[src/rtl/alu_serial_ctrl.sv]
// alu_serial_ctrl: bit-serial sequencer driving one external 1-bit ALU slice, LSB first.
// Rev 1.0 - initial release.
`default_nettype none

module alu_serial_ctrl #(
    parameter int WIDTH = 32,
    parameter int IDX_W = 5
) (
    input  logic             clk,
    input  logic             rst_n,
    input  logic             start,
    input  logic [WIDTH-1:0] a,
    input  logic [WIDTH-1:0] b,
    input  logic [3:0]       op,
    output logic             ready,
    output logic             done,
    output logic [WIDTH-1:0] result,
    output logic             zero,
    output logic             overflow,
    output logic             slice_a,
    output logic             slice_b,
    output logic             slice_cin,
    output logic             slice_less,
    output logic [3:0]       slice_op,
    input  logic             slice_result,
    input  logic             slice_cout,
    input  logic             slice_set
);

    typedef enum logic [1:0] {
        S_IDLE = 2'd0,
        S_RUN  = 2'd1,
        S_FIX  = 2'd2,
        S_DONE = 2'd3
    } state_t;

    localparam logic [IDX_W-1:0] LAST_IDX = IDX_W'(WIDTH - 1);

    state_t           state;
    state_t           state_nx;
    logic [IDX_W-1:0] idx;
    logic [WIDTH-1:0] a_q;
    logic [WIDTH-1:0] b_q;
    logic [3:0]       op_q;
    logic             carry_q;
    logic             set_msb_q;
    logic             ovf_q;
    logic [WIDTH-1:0] result_nx;
    logic             ovf_now;
    logic             ovf_final;
    logic             is_last;

    assign is_last   = (state == S_RUN) && (idx == LAST_IDX);
    assign ovf_now   = carry_q ^ slice_cout;
    // Leaving RUN straight to DONE the MSB overflow is only visible combinationally.
    assign ovf_final = (state == S_RUN) ? ovf_now : ovf_q;

    assign ready      = (state == S_IDLE);
    assign done       = (state == S_DONE);
    assign slice_a    = (state == S_RUN) & a_q[idx];
    assign slice_b    = (state == S_RUN) & b_q[idx];
    assign slice_cin  = (state == S_RUN) & carry_q;
    assign slice_less = 1'b0;
    assign slice_op   = op_q;

    always_comb begin
        state_nx  = state;
        result_nx = result;
        case (state)
            S_IDLE: begin
                if (start) state_nx = S_RUN;
            end
            S_RUN: begin
                result_nx[idx] = slice_result;
                if (idx == LAST_IDX)
                    state_nx = (op_q[1:0] == 2'b11) ? S_FIX : S_DONE;
            end
            S_FIX: begin
                // Sign of the difference corrected by overflow gives true signed less-than.
                result_nx = {{(WIDTH-1){1'b0}}, set_msb_q ^ ovf_q};
                state_nx  = S_DONE;
            end
            S_DONE: begin
                state_nx = S_IDLE;
            end
            default: state_nx = S_IDLE;
        endcase
    end

    always_ff @(posedge clk or negedge rst_n) begin
        if (!rst_n) begin
            state     <= S_IDLE;
            idx       <= '0;
            a_q       <= '0;
            b_q       <= '0;
            op_q      <= '0;
            carry_q   <= 1'b0;
            set_msb_q <= 1'b0;
            ovf_q     <= 1'b0;
            result    <= '0;
            zero      <= 1'b0;
            overflow  <= 1'b0;
        end else begin
            state  <= state_nx;
            result <= result_nx;
            if (state == S_IDLE && start) begin
                a_q     <= a;
                b_q     <= b;
                op_q    <= op;
                carry_q <= op[2];
                idx     <= '0;
            end
            if (state == S_RUN) begin
                carry_q <= slice_cout;
                idx     <= is_last ? '0 : idx + 1'b1;
                if (is_last) begin
                    set_msb_q <= slice_set;
                    ovf_q     <= ovf_now;
                end
            end
            if (state_nx == S_DONE && state != S_DONE) begin
                zero     <= (result_nx == '0);
                overflow <= op_q[1] & ovf_final;
            end
        end
    end

endmodule

`default_nettype wire

[config.mk]
export PLATFORM = sky130hd
export DESIGN_NAME = alu_serial_ctrl
export DESIGN_NICKNAME = d
export VERILOG_FILES = /design/src/rtl/alu_serial_ctrl.sv
export SDC_FILE = /design/constraint.sdc
export NUM_CORES = 1
export LEC_CHECK = 0
export CORE_MARGIN = 3
export CORE_UTILIZATION = 40
export DETAILED_ROUTE_END_ITERATION = 12
export GPL_TIMING_DRIVEN = 1
export PLACE_DENSITY = 0.76
export SYNTH_ARGS = -nofsm -noshare
export SYNTH_HDL_FRONTEND = slang
export SYNTH_SLANG_ARGS = --single-unit
[constraint.sdc]
create_clock -name clk -period 4.4 [get_ports clk]
set_clock_uncertainty 0.1 [all_clocks]
set_input_delay 0.44 -clock clk [delete_from_list [all_inputs] [get_ports clk]]
set_output_delay 0.44 -clock clk [all_outputs]
set_load 0.01 [all_outputs]
==> results of run 1 <==
-- through the flow --
step,utilization,instances,hold slack (ns),worst slack [ns]
global placement,0.5162,679,0.3824,1.173
detailed placement,0.5162,679,0.3881,1.047
floorplan,-,412,0.04441,1.298
global route,0.5351,692,0.2611,0.7837
CTS,0.5351,692,0.2306,0.9108
finish,0.5351,692,0.1587,0.9709
-- cells in the final DEF, fill, tap and decap left out, drive strengths merged, types with 4 or more instances in the layout --
cell type	synthesis	layout
inv	20	20
a2bb2oi	5	5
nand3	7	7
nand2	20	20
o21ai	37	37
mux2	69	69
clkbuf	20	11
nand2b	10	10
buf	7	7
dfrtp	112	112
ha	9	9
mux2i	4	4
clkdlybuf4s50	0	115
mux4	20	20
o211ai	25	25
-- per-layer routing --
metal  part of all wire  GRT usage  vias to the layer above
met1               0.42     0.2322                     1839
met4              0.018    0.06303                        0
met5                  0          0                        -
met2               0.48     0.2751                      149
met3              0.080    0.04942                       18
li1                   -          -                     1730
-- registers in the layout (all words and copies together), names as in the netlist --
register,flops
a_q,32
b_q,32
result,32
idx,5
slice_op,4
state,2
carry_q,1
overflow,1
ovf_q,1
set_msb_q,1
zero,1
-- how the worst min path moves through the flow --
stage / slack, ns / end / startpoint
global route: 0.26 / result[24]$_DFF_PN0_ / rst_n
CTS: 0.23 / result[24]$_DFF_PN0_ / rst_n
global placement: 0.38 / a_q[6]$_DFFE_PN0P_ / a_q[6]$_DFFE_PN0P_
detailed placement: 0.39 / a_q[6]$_DFFE_PN0P_ / a_q[6]$_DFFE_PN0P_
floorplan: 0.04 / a_q[0]$_DFFE_PN0P_ / rst_n
finish: 0.16 / result[24]$_DFF_PN0_ / rst_n
-- Yosys cell counts (3+ instances only) --
library cell | number | area (sq um)
sky130_fd_sc_hd__dfrtp_1 | 112 | 2803
sky130_fd_sc_hd__mux2_2 | 69 | 777.0
sky130_fd_sc_hd__o21ai_0 | 35 | 175.2
sky130_fd_sc_hd__o211ai_1 | 25 | 187.7
sky130_fd_sc_hd__clkbuf_1 | 20 | 75.07
sky130_fd_sc_hd__inv_1 | 20 | 75.07
sky130_fd_sc_hd__mux4_2 | 20 | 450.4
sky130_fd_sc_hd__nand2_1 | 20 | 75.07
sky130_fd_sc_hd__nand2b_1 | 10 | 62.56
sky130_fd_sc_hd__ha_1 | 9 | 112.6
sky130_fd_sc_hd__nand3_1 | 6 | 30.03
sky130_fd_sc_hd__a2bb2oi_1 | 5 | 43.79
sky130_fd_sc_hd__buf_2 | 4 | 20.02
sky130_fd_sc_hd__mux2i_1 | 4 | 40.04
sky130_fd_sc_hd__a21oi_1 | 3 | 15.01
sky130_fd_sc_hd__nand4_1 | 3 | 18.77
sky130_fd_sc_hd__nor3_1 | 3 | 15.01
sky130_fd_sc_hd__nor4_1 | 3 | 18.77
sky130_fd_sc_hd__o22ai_1 | 3 | 18.77
sky130_fd_sc_hd__or3_1 | 3 | 18.77
-- power breakdown --
group / switching [W] / internal, W / total (W)
logic: 0.000805 / 0.00104 / 0.00184
registers: 0.000273 / 0.00144 / 0.00171
clock network: 0.000340 / 0.000373 / 0.000713
-- cell type report --
class	count	area share
inverters	20	0.01094
multi-input cells	253	0.3386
well taps	172	0.03136
flip-flops and latches	112	0.4084
repair buffers	122	0.1754
clock buffers	11	0.03391
clock inverters	2	0.001459
-- cells by family after synthesis --
kind of cell | share of synthesized area
adders and majority gates | 0.02119
DFF | 0.5273
other | 0.0007055
AOI/OAI and AO/OA | 0.1050
and+or+nand+nor | 0.06380
xor gates and xnor gates | 0.006593
muxes | 0.2385
buffers and inverters | 0.03696
==> results_tabular.tex, run 1 <==
\begin{tabular}{lr}
\hline
Metric & Value \\
\hline
\multicolumn{2}{l}{\textbf{Run status}} \\
Status & finished clean \\
\multicolumn{2}{l}{\textbf{Setup path}} \\
Cell at the slowest stage of the critical path & sky130\_fd\_sc\_hd\_\_mux4\_2 \\
Required time at the worst-slack endpoint & between 3 and 4 ns \\
Crit path max-delay family & multiplexers \\
Reg2reg start & state[0]\$\_DFF\_PN0\_ \\
Critical path buffer and inverter count & 2 \\
Cell depth of the worst setup path & 6 \\
Classification of the worst setup path & reg2out \\
Slowest stage delay, CP & $\sim$0.57 ns \\
Crit-path max FO & 19 \\
Cells traversed along the worst timing path & buf\_4 -> mux4\_2 -> mux4\_2 -> mux2i\_1 -> nor2\_1 -> clkdlybuf4s50\_1 \\
Launch point of the worst path & idx[0]\$\_DFFE\_PN0P\_ \\
CP endpoint kind & output port \\
Nature of the critical path startpoint & flip-flop \\
Capture point of the worst reg-to-reg path & zero\$\_DFFE\_PN0P\_ \\
Arrival time worst endpoint & $\sim$2.9 ns \\
R2r worst-path depth & 9 \\
CP Capture Point & slice\_b \\
Most frequent CP cell & sky130\_fd\_sc\_hd\_\_mux4\_2 \\
Worst R2R Setup Slack & 0.98 ns \\
\multicolumn{2}{l}{\textbf{Run}} \\
Max-cap violation count & 0 \\
\multicolumn{2}{l}{\textbf{Timing}} \\
Setup repair after global routing missed its margin & false \\
Final slew viol count & 0 \\
Part of the cycle the worst path needs & 0.7793 \\
Slew headroom & 0.2905 \\
Worst Tran Pin Value & roughly 1.1 ns \\
Minimum clock period & 3.429 ns \\
Final count of negative-setup-slack endpoints & 0 \\
Highest clock rate & roughly 290 MHz \\
Number of endpoints with negative hold slack in the final report & 0 \\
Accumulated negative setup slack & 0 ns \\
\multicolumn{2}{l}{\textbf{Floorplan}} \\
\# rows & 41 \\
Die height & between 100 and 150 um \\
Core area & between 10000 and 15000 sq um \\
I/O Pins & roughly 120 \\
Die ar. & roughly 15000 sq um \\
Effective utilization at floorplan & 0.4144 \\
Die Wd & around 120 um \\
\multicolumn{2}{l}{\textbf{Pwr}} \\
Power density over cell area & 621.0 nW/um\^{}2 \\
Worst IR drop on VDD & 0.2486 mV \\
Sum of internal, switching and leakage power & $\sim$0.0043 W \\
Leak pwr & 2.848 nW \\
\multicolumn{2}{l}{\textbf{Global route}} \\
Antenna violations before repair & 0 \\
GRT Residual Overflow & 0 \\
Wire length of the first global-routing pass & between 15000 and 20000 um \\
Total routing resource utilization after global routing & 0.1746 \\
Maximum number of pins on one net before global-route repair & 85 \\
Vias in the first global route & 3850 \\
\multicolumn{2}{l}{\textbf{Clock network}} \\
Clock-pin transition on the worst setup and hold timing paths & around 0.06 ns \\
Hold-fix buffer count after cts & 0 \\
Root buffer cell & sky130\_fd\_sc\_hd\_\_clkbuf\_16 \\
Number of buffers inserted by post-CTS setup repair & 0 \\
Number of sinks on the clock net & roughly 110 \\
Number of gates resized after cts & 0 \\
CTS max path bufs & 2 \\
Clock tree from TritonCTS & yes \\
H-tree levels & 3 \\
Later-pin clock latency in the skew report & around 0.35 ns \\
CTS Buf Count & 9 \\
\multicolumn{2}{l}{\textbf{Routing}} \\
Residual DRC count & 0 \\
Count of TritonRoute iterations in the first routing pass & 4 \\
Routed Antenna Nets & 0 \\
Detailed-route wire length & between 10000 and 15000 um \\
Number of violations reported at the end of detailed-routing iteration 0 & 308 \\
DR vias/cell & between 5 and 6 \\
Detail-routed net length per standard cell & 17.72 um \\
Overall via count from detail\_route & around 3700 \\
\multicolumn{2}{l}{\textbf{Yosys}} \\
Register area share after synthesis & 0.5273 \\
Number of distinct standard cells referenced by the synthesized netlist & 46 \\
Synth async-reset ratio & 1.000 \\
Area of the mapped netlist & $\sim$5300 sq um \\
Top FF cell, synth & sky130\_fd\_sc\_hd\_\_dfrtp\_1 \\
Flops \& latches, synth & between 100 and 150 \\
Yosys warns & 0 \\
Synthesized netlist net count & 495 \\
Mean area per synthesized cell & between 10 and 15 sq um \\
Number of enable-type register cells in the synthesized netlist & 0 \\
Post-Syn Instances & slightly above 400 \\
\multicolumn{2}{l}{\textbf{Final layout}} \\
Share of cells above drive strength 1 & 0.2192 \\
FF/Latch Area & $\sim$2800 sq um \\
Number of antenna diodes & 0 \\
Design Area, Final & between 6000 and 7000 sq um \\
Number of nets in the finished design & around 600 \\
Area growth from synthesis to final layout & 29.12\% \\
Number of fill cells in the layout & between 1000 and 1500 \\
Multi-input gate area & 2323 sq um \\
\multicolumn{2}{l}{\textbf{Worst hold path}} \\
Hold crit path type & in2async \\
\multicolumn{2}{l}{\textbf{Placement}} \\
Gpl congestion & approximately 0.85 \\
Detailed placer's ending HPWL & about 9000 um \\
Post-place instance area & 6620 sq um \\
Quantity of I/O buffers inserted on ports & about 120 \\
\hline
\end{tabular}
Power figures use the tool's default switching activity.
==> run 2: changes to the inputs <==
- clock period: 4.4 -> 3.42 ns (I/O delays scaled with it)
==> run 2 against run 1 <==
Net effect: global-route usage down 0.13 points; the flow now finishes with violations (hold timing); clock-buffer cell count up 1; critical path depth unchanged; sequential share of layout area down 0.50 points; critical path type unchanged; non-clock buffer count up 4; combinational power up 33%; final cell count up 1.0%; largest power group unchanged; highest routed layer unchanged.
==> results_tabular.tex, run 2 (same netlist as run 1, synthesis figures left out) <==
\begin{tabular}{lr}
\hline
Metric & Value \\
\hline
\multicolumn{2}{l}{\textbf{Run status}} \\
Status & finished with violations \\
Violations in the final reports & hold timing \\
\multicolumn{2}{l}{\textbf{Global route}} \\
Wire length of the first global-routing pass & 19750 um (-0.97\%) \\
Total routing resource utilization after global routing & 0.1734 (-0.001287) \\
Maximum number of pins on one net before global-route repair & 75 (-12\%) \\
GRT Residual Overflow & 0 (unchanged) \\
Antenna violations before repair & 0 (unchanged) \\
Vias in the first global route & 3763 (-2.3\%) \\
\multicolumn{2}{l}{\textbf{Setup path}} \\
Cell at the slowest stage of the critical path & sky130\_fd\_sc\_hd\_\_mux4\_2 \\
Worst R2R Setup Slack & 0.35 ns (-0.63 ns) \\
Most frequent CP cell & sky130\_fd\_sc\_hd\_\_mux4\_2 \\
Slowest stage delay, CP & 0.57 ns (about the same) \\
Cell depth of the worst setup path & 6 (unchanged) \\
Crit path max-delay family & multiplexers \\
Nature of the critical path startpoint & flip-flop \\
Critical path buffer and inverter count & 2 (unchanged) \\
Required time at the worst-slack endpoint & 2.98 ns (-0.88 ns) \\
Arrival time worst endpoint & 2.70 ns (-0.19 ns) \\
Crit-path max FO & 11 (-8) \\
CP endpoint kind & output port \\
Capture point of the worst reg-to-reg path & zero\$\_DFFE\_PN0P\_ \\
Cells traversed along the worst timing path & buf\_4 -> mux4\_2 -> mux4\_2 -> mux2i\_1 -> nor2\_1 -> clkdlybuf4s50\_1 \\
Reg2reg start & state[0]\$\_DFF\_PN0\_ \\
CP Capture Point & slice\_b \\
Launch point of the worst path & idx[0]\$\_DFFE\_PN0P\_ \\
R2r worst-path depth & 9 (unchanged) \\
Classification of the worst setup path & reg2out \\
\multicolumn{2}{l}{\textbf{Final layout}} \\
Most frequent cells in the layout & 115 x sky130\_fd\_sc\_hd\_\_clkdlybuf4s50\_1, 112 x sky130\_fd\_sc\_hd\_\_dfrtp\_1, 69 x sky130\_fd\_sc\_hd\_\_mux2\_2 \\
Number of fill cells in the layout & 1081 (+0.19\%) \\
Biggest registers after layout & a\_q: 32 flops, b\_q: 32 flops, result: 32 flops \\
Non-filler instance count after layout & 699 (+1.0\%) \\
FF/Latch Area & 2803 sq um (unchanged) \\
Area growth from synthesis to final layout & 30.72\% \\
Most frequent standard cell in the layout excluding fill and tap cells & sky130\_fd\_sc\_hd\_\_clkdlybuf4s50\_1 \\
Multi-input gate area & 2323 sq um (unchanged) \\
Number of antenna diodes & 0 (unchanged) \\
Share of cells above drive strength 1 & 0.2315 (+0.01227) \\
Number of nets in the finished design & 605 (+0.67\%) \\
\multicolumn{2}{l}{\textbf{Pwr}} \\
Switching power & 0.001860 W (+31\%) \\
Internal cell power & 0.003741 W (+32\%) \\
Clock network fraction of total power & 0.177 (+0.010) \\
Switch share & 0.3321 (-0.0006432) \\
Leak pwr & 2.887 nW (+1.3\%) \\
Worst IR drop on VDD & 0.3497 mV (+41\%) \\
Gate power share & 0.436 (+0.004) \\
Sequential group share of total power & 0.386 (-0.015) \\
Power density over cell area & 806.3 nW/um\^{}2 (+30\%) \\
\multicolumn{2}{l}{\textbf{Placement}} \\
Detailed placer's ending HPWL & 9187 um (+1.6\%) \\
Placed cell count & 683 (+0.59\%) \\
Gpl congestion & 0.8402 (-1.6\%) \\
Quantity of I/O buffers inserted on ports & 116 (unchanged) \\
\multicolumn{2}{l}{\textbf{Routing}} \\
Number of violations reported at the end of detailed-routing iteration 0 & 257 (-17\%) \\
Detailed-route wire length & 12250 um (about the same) \\
Overall via count from detail\_route & 3738 (+0.054\%) \\
Residual DRC count & 0 (unchanged) \\
Count of TritonRoute iterations in the first routing pass & 5 (+1) \\
Detail-routed net length per standard cell & 17.53 um (-1.1\%) \\
DR vias/cell & 5.348 (-0.95\%) \\
Routed Antenna Nets & 0 (unchanged) \\
\multicolumn{2}{l}{\textbf{Timing}} \\
Worst Tran Pin Value & 0.9101 ns (-0.1542 ns) \\
Accumulated negative setup slack & 0 ns (unchanged) \\
Number of endpoints with negative hold slack in the final report & 31 (+31) \\
Final count of negative-setup-slack endpoints & 0 (unchanged) \\
Minimum clock period & 3.145 ns \\
Slew headroom & 0.3933 (+0.1028) \\
Setup repair after global routing missed its margin & false \\
Highest clock rate & roughly 320 MHz \\
Part of the cycle the worst path needs & 0.9196 \\
Worst slack on hold paths & -0.01094 ns (-0.1696 ns) \\
Final slew viol count & 0 (unchanged) \\
\multicolumn{2}{l}{\textbf{Clock network}} \\
Hold-fix buffer count after cts & 0 (unchanged) \\
Number of gates resized after cts & 0 (unchanged) \\
Clock tree from TritonCTS & yes \\
Later-pin clock latency in the skew report & 0.35 ns (about the same) \\
Root buffer cell & sky130\_fd\_sc\_hd\_\_clkbuf\_16 \\
CTS Buf Count & 9 (unchanged) \\
Clock-pin transition on the worst setup and hold timing paths & 0.07 ns (about the same) \\
H-tree levels & 3 (unchanged) \\
Number of sinks on the clock net & 112 (unchanged) \\
CTS max path bufs & 2 (unchanged) \\
Number of buffers inserted by post-CTS setup repair & 0 (unchanged) \\
\multicolumn{2}{l}{\textbf{Floorplan}} \\
\# rows & 41 (unchanged) \\
Effective utilization at floorplan & 0.4144 (unchanged) \\
Die ar. & 14710 sq um (unchanged) \\
I/O Pins & 118 (unchanged) \\
Die Wd & 121.3 um (unchanged) \\
Core area & 12820 sq um (unchanged) \\
Die height & 121.3 um (unchanged) \\
\multicolumn{2}{l}{\textbf{Worst hold path}} \\
Hold crit path type & in2async \\
\multicolumn{2}{l}{\textbf{Run}} \\
Max-cap violation count & 0 (unchanged) \\
\hline
\end{tabular}
run 2: power groups by stage:
stage | clock [W] | sequential [W] | combinational [W]
after CTS | 0.00103 | 0.00216 | 0.00248
after global routing | 0.00108 | 0.00223 | 0.00265
after floorplan | 0 | 0.00211 | 0.00168
final | 0.000994 | 0.00216 | 0.00244
after global placement | 0 | 0.00215 | 0.00241
after detailed placement | 0 | 0.00219 | 0.00247
run 2: layout make-up:
type / instances / share of cell area
flip-flops and latches: 112 / 0.4034
multi-input cells: 253 / 0.3344
repair buffers: 126 / 0.1794
clock buffers: 12 / 0.03692
well taps: 172 / 0.03097
inverters: 20 / 0.01080
clock inverters: 4 / 0.004142
run 2: worst min path at each step:
stage / end / cells after the start / slack, ns
after CTS: result[24]$_DFF_PN0_ / 1 / 0.02
after detailed placement: overflow$_DFFE_PN0P_ / 2 / 0.37
after global placement: overflow$_DFFE_PN0P_ / 2 / 0.37
after floorplan: a_q[0]$_DFFE_PN0P_ / 0 / -0.05
after global routing: result[11]$_DFF_PN0_ / 1 / 0.05
final: result[24]$_DFF_PN0_ / 1 / -0.01
run 2: stage by stage:
step / cell area, sq um / total power [W] / hold slack [ns] / worst slack [ns] / utilization
detailed placement: 6663 / 0.004655 / 0.3729 / 0.4332 / 0.5195
global route: 6948 / 0.005953 / 0.04660 / 0.1004 / 0.5418
CTS: 6948 / 0.005671 / 0.01624 / 0.2132 / 0.5418
global placement: 6663 / 0.004556 / 0.3706 / 0.4962 / 0.5195
floorplan: 5315 / 0.003793 / -0.05359 / 0.3183 / -
finish: 6948 / 0.005602 / -0.01094 / 0.2748 / 0.5418
run 2: metal layers:
layer  global-route usage  wire, um
met1               0.2329      5414
met2               0.2678      5600
met3              0.05828       999
met4              0.05392       237
met5                    0         0
==> run 3: changes to the inputs <==
- PLACE_DENSITY: 0.76 -> 0.66
==> run 3 against run 2 <==
Net effect: the run still ends with hold timing left; hold slack better by 0.0046 ns; combinational power about the same; final cell count rose by 0.14%; critical path type unchanged; largest cell class unchanged; highest routed layer unchanged.
==> results_tabular.tex, run 3 (same netlist as run 1, synthesis figures left out) <==
\begin{tabular}{lr}
\hline
Metric & Value \\
\hline
\multicolumn{2}{l}{\textbf{Placement}} \\
Detailed placer's ending HPWL & 9091 um (-1.0\%) \\
Post-place instance area & 6683 sq um (+0.30\%) \\
Setup Slack @ Placement & 0.4080 ns (-0.02526 ns) \\
Placed cell count & 684 (+0.15\%) \\
Gpl congestion & 0.8372 (-0.36\%) \\
Quantity of I/O buffers inserted on ports & 116 (unchanged) \\
\multicolumn{2}{l}{\textbf{Timing}} \\
Final count of negative-setup-slack endpoints & 0 (unchanged) \\
Worst slack on hold paths & -0.006389 ns (+0.004554 ns) \\
Worst Tran Pin Value & 0.9274 ns (+0.01736 ns) \\
Setup repair after global routing missed its margin & false \\
Highest clock rate & 319.1 MHz (+0.35\%) \\
Accumulated negative setup slack & 0 ns (unchanged) \\
Minimum clock period & 3.134 ns (-0.01101 ns) \\
Number of endpoints with negative hold slack in the final report & 9 (-71\%) \\
Slew headroom & 0.3817 (-0.01158) \\
Worst path setup slack after routing & 0.2858 ns (+0.01101 ns) \\
Final slew viol count & 0 (unchanged) \\
Part of the cycle the worst path needs & 0.9164 (-0.003220) \\
\multicolumn{2}{l}{\textbf{Final layout}} \\
Biggest registers after layout & a\_q: 32 flops, b\_q: 32 flops, result: 32 flops \\
Non-filler instance count after layout & 700 (+0.14\%) \\
Most frequent standard cell in the layout excluding fill and tap cells & sky130\_fd\_sc\_hd\_\_clkdlybuf4s50\_1 \\
Most frequent cells in the layout & 115 x sky130\_fd\_sc\_hd\_\_clkdlybuf4s50\_1, 112 x sky130\_fd\_sc\_hd\_\_dfrtp\_1, 69 x sky130\_fd\_sc\_hd\_\_mux2\_2 \\
Area growth from synthesis to final layout & 31.24\% \\
Number of nets in the finished design & 606 (+0.17\%) \\
Share of cells above drive strength 1 & 0.2330 (+0.001455) \\
Design Area, Final & 6975 sq um (+0.40\%) \\
Number of antenna diodes & 0 (unchanged) \\
\multicolumn{2}{l}{\textbf{Floorplan}} \\
\# rows & 41 (unchanged) \\
Core area & 12820 sq um (unchanged) \\
Die Wd & 121.3 um (unchanged) \\
Die height & 121.3 um (unchanged) \\
Die ar. & 14710 sq um (unchanged) \\
I/O Pins & 118 (unchanged) \\
Effective utilization at floorplan & 0.4144 (unchanged) \\
\multicolumn{2}{l}{\textbf{Setup path}} \\
CP endpoint kind & output port \\
Reg2reg start & idx[3]\$\_DFFE\_PN0P\_ \\
Worst R2R Setup Slack & 0.37 ns (+0.02 ns) \\
Capture point of the worst reg-to-reg path & zero\$\_DFFE\_PN0P\_ \\
Arrival time worst endpoint & 2.69 ns (about the same) \\
Classification of the worst setup path & reg2out \\
Crit-path max FO & 10 (-1) \\
Nature of the critical path startpoint & flip-flop \\
Required time at the worst-slack endpoint & 2.98 ns (about the same) \\
R2r worst-path depth & 6 (-3) \\
\multicolumn{2}{l}{\textbf{Pwr}} \\
Leak pwr & 2.908 nW (+0.73\%) \\
Power density over cell area & 811.6 nW/um\^{}2 (+0.66\%) \\
Worst IR drop on VDD & 0.4322 mV (+24\%) \\
\multicolumn{2}{l}{\textbf{Global route}} \\
Wire length of the first global-routing pass & 19770 um (about the same) \\
Antenna violations before repair & 0 (unchanged) \\
Maximum number of pins on one net before global-route repair & 75 (unchanged) \\
GRT Residual Overflow & 0 (unchanged) \\
Vias in the first global route & 3765 (+0.053\%) \\
Total routing resource utilization after global routing & 0.1762 (+0.002799) \\
\multicolumn{2}{l}{\textbf{Clock network}} \\
Number of sinks on the clock net & 112 (unchanged) \\
Hold-fix buffer count after cts & 0 (unchanged) \\
Later-pin clock latency in the skew report & 0.36 ns (about the same) \\
Number of gates resized after cts & 0 (unchanged) \\
Clock-pin transition on the worst setup and hold timing paths & 0.07 ns (about the same) \\
Number of buffers inserted by post-CTS setup repair & 0 (unchanged) \\
H-tree levels & 3 (unchanged) \\
CTS max path bufs & 2 (unchanged) \\
Root buffer cell & sky130\_fd\_sc\_hd\_\_clkbuf\_16 \\
CTS Buf Count & 9 (unchanged) \\
Clock tree from TritonCTS & yes \\
\multicolumn{2}{l}{\textbf{Worst hold path}} \\
Hold crit path type & in2async \\
\multicolumn{2}{l}{\textbf{Run status}} \\
Status & finished with violations \\
Violations in the final reports & hold timing \\
\multicolumn{2}{l}{\textbf{Routing}} \\
DR vias/cell & 5.376 (+0.52\%) \\
Detail-routed net length per standard cell & 17.63 um (+0.57\%) \\
Routed Antenna Nets & 0 (unchanged) \\
Number of violations reported at the end of detailed-routing iteration 0 & 233 (-9.3\%) \\
Detailed-route wire length & 12340 um (+0.71\%) \\
Count of TritonRoute iterations in the first routing pass & 4 (-1) \\
Overall via count from detail\_route & 3763 (+0.67\%) \\
Residual DRC count & 0 (unchanged) \\
\multicolumn{2}{l}{\textbf{Run}} \\
Max-cap violation count & 0 (unchanged) \\
\hline
\end{tabular}
==> run 3: cell count changes in the layout (fill, tap and decap cells not counted), sizes merged <==
cell and change:
buf +1, clkbuf +1, clkinv -1, clkinvlp -2, inv +2
==> run 3: worst max-delay path, cell delays in order, from the launching register on <==
cell	delay, ns
sky130_fd_sc_hd__dfrtp_1	0.37
sky130_fd_sc_hd__buf_4	0.21
sky130_fd_sc_hd__buf_4	0.23
sky130_fd_sc_hd__mux4_2	0.33
sky130_fd_sc_hd__mux4_2	0.50
sky130_fd_sc_hd__mux2i_1	0.15
sky130_fd_sc_hd__nor2_1	0.06
sky130_fd_sc_hd__clkdlybuf4s50_1	0.49
==> run 3: where the power goes <==
| part | switching (W) | internal (W) |
|---|---|---|
| clock | 0.000470 | 0.000559 |
| sequential | 0.000317 | 0.00185 |
| combinational | 0.00109 | 0.00138 |
| total | 0.00187 | 0.00379 |
==> run 3: layout make-up <==
class	instances	area, sq um
timing repair buffer	127	1266
inverter	20	75.07
fill	1099	5849
tap	172	215.2
sequential	112	2803
multi-input combinational	253	2323
clock inverter	3	22.52
clock buffer	13	270.3
==> run 3: worst max path at each step <==
stage | from | to | slack (ns)
floorplan | idx[1]$_DFFE_PN0P_ | zero$_DFFE_PN0P_ | 0.32
global placement | idx[3]$_DFFE_PN0P_ | zero$_DFFE_PN0P_ | 0.46
detailed placement | state[0]$_DFF_PN0_ | zero$_DFFE_PN0P_ | 0.41
CTS | idx[1]$_DFFE_PN0P_ | slice_b | 0.24
global route | idx[1]$_DFFE_PN0P_ | slice_b | 0.13
finish | idx[1]$_DFFE_PN0P_ | slice_b | 0.29
==> run 3: per-layer routing <==
layer	wire [um]	vias to the layer above	GRT usage
li1	-	1753	-
met1	5456	1867	0.2348
met2	5780	133	0.2709
met3	974	10	0.06946
met4	128	0	0.04622
met5	0	-	0
==> run 3: metrics by stage <==
stage,total power (W),util
2_1_floorplan,0.003793,-
3_3_place_gp,0.004591,0.5211
3_5_place_dp,0.004673,0.5211
4_1_cts,0.005717,0.5439
5_1_grt,0.006022,0.5439
6_report,0.005661,0.5439
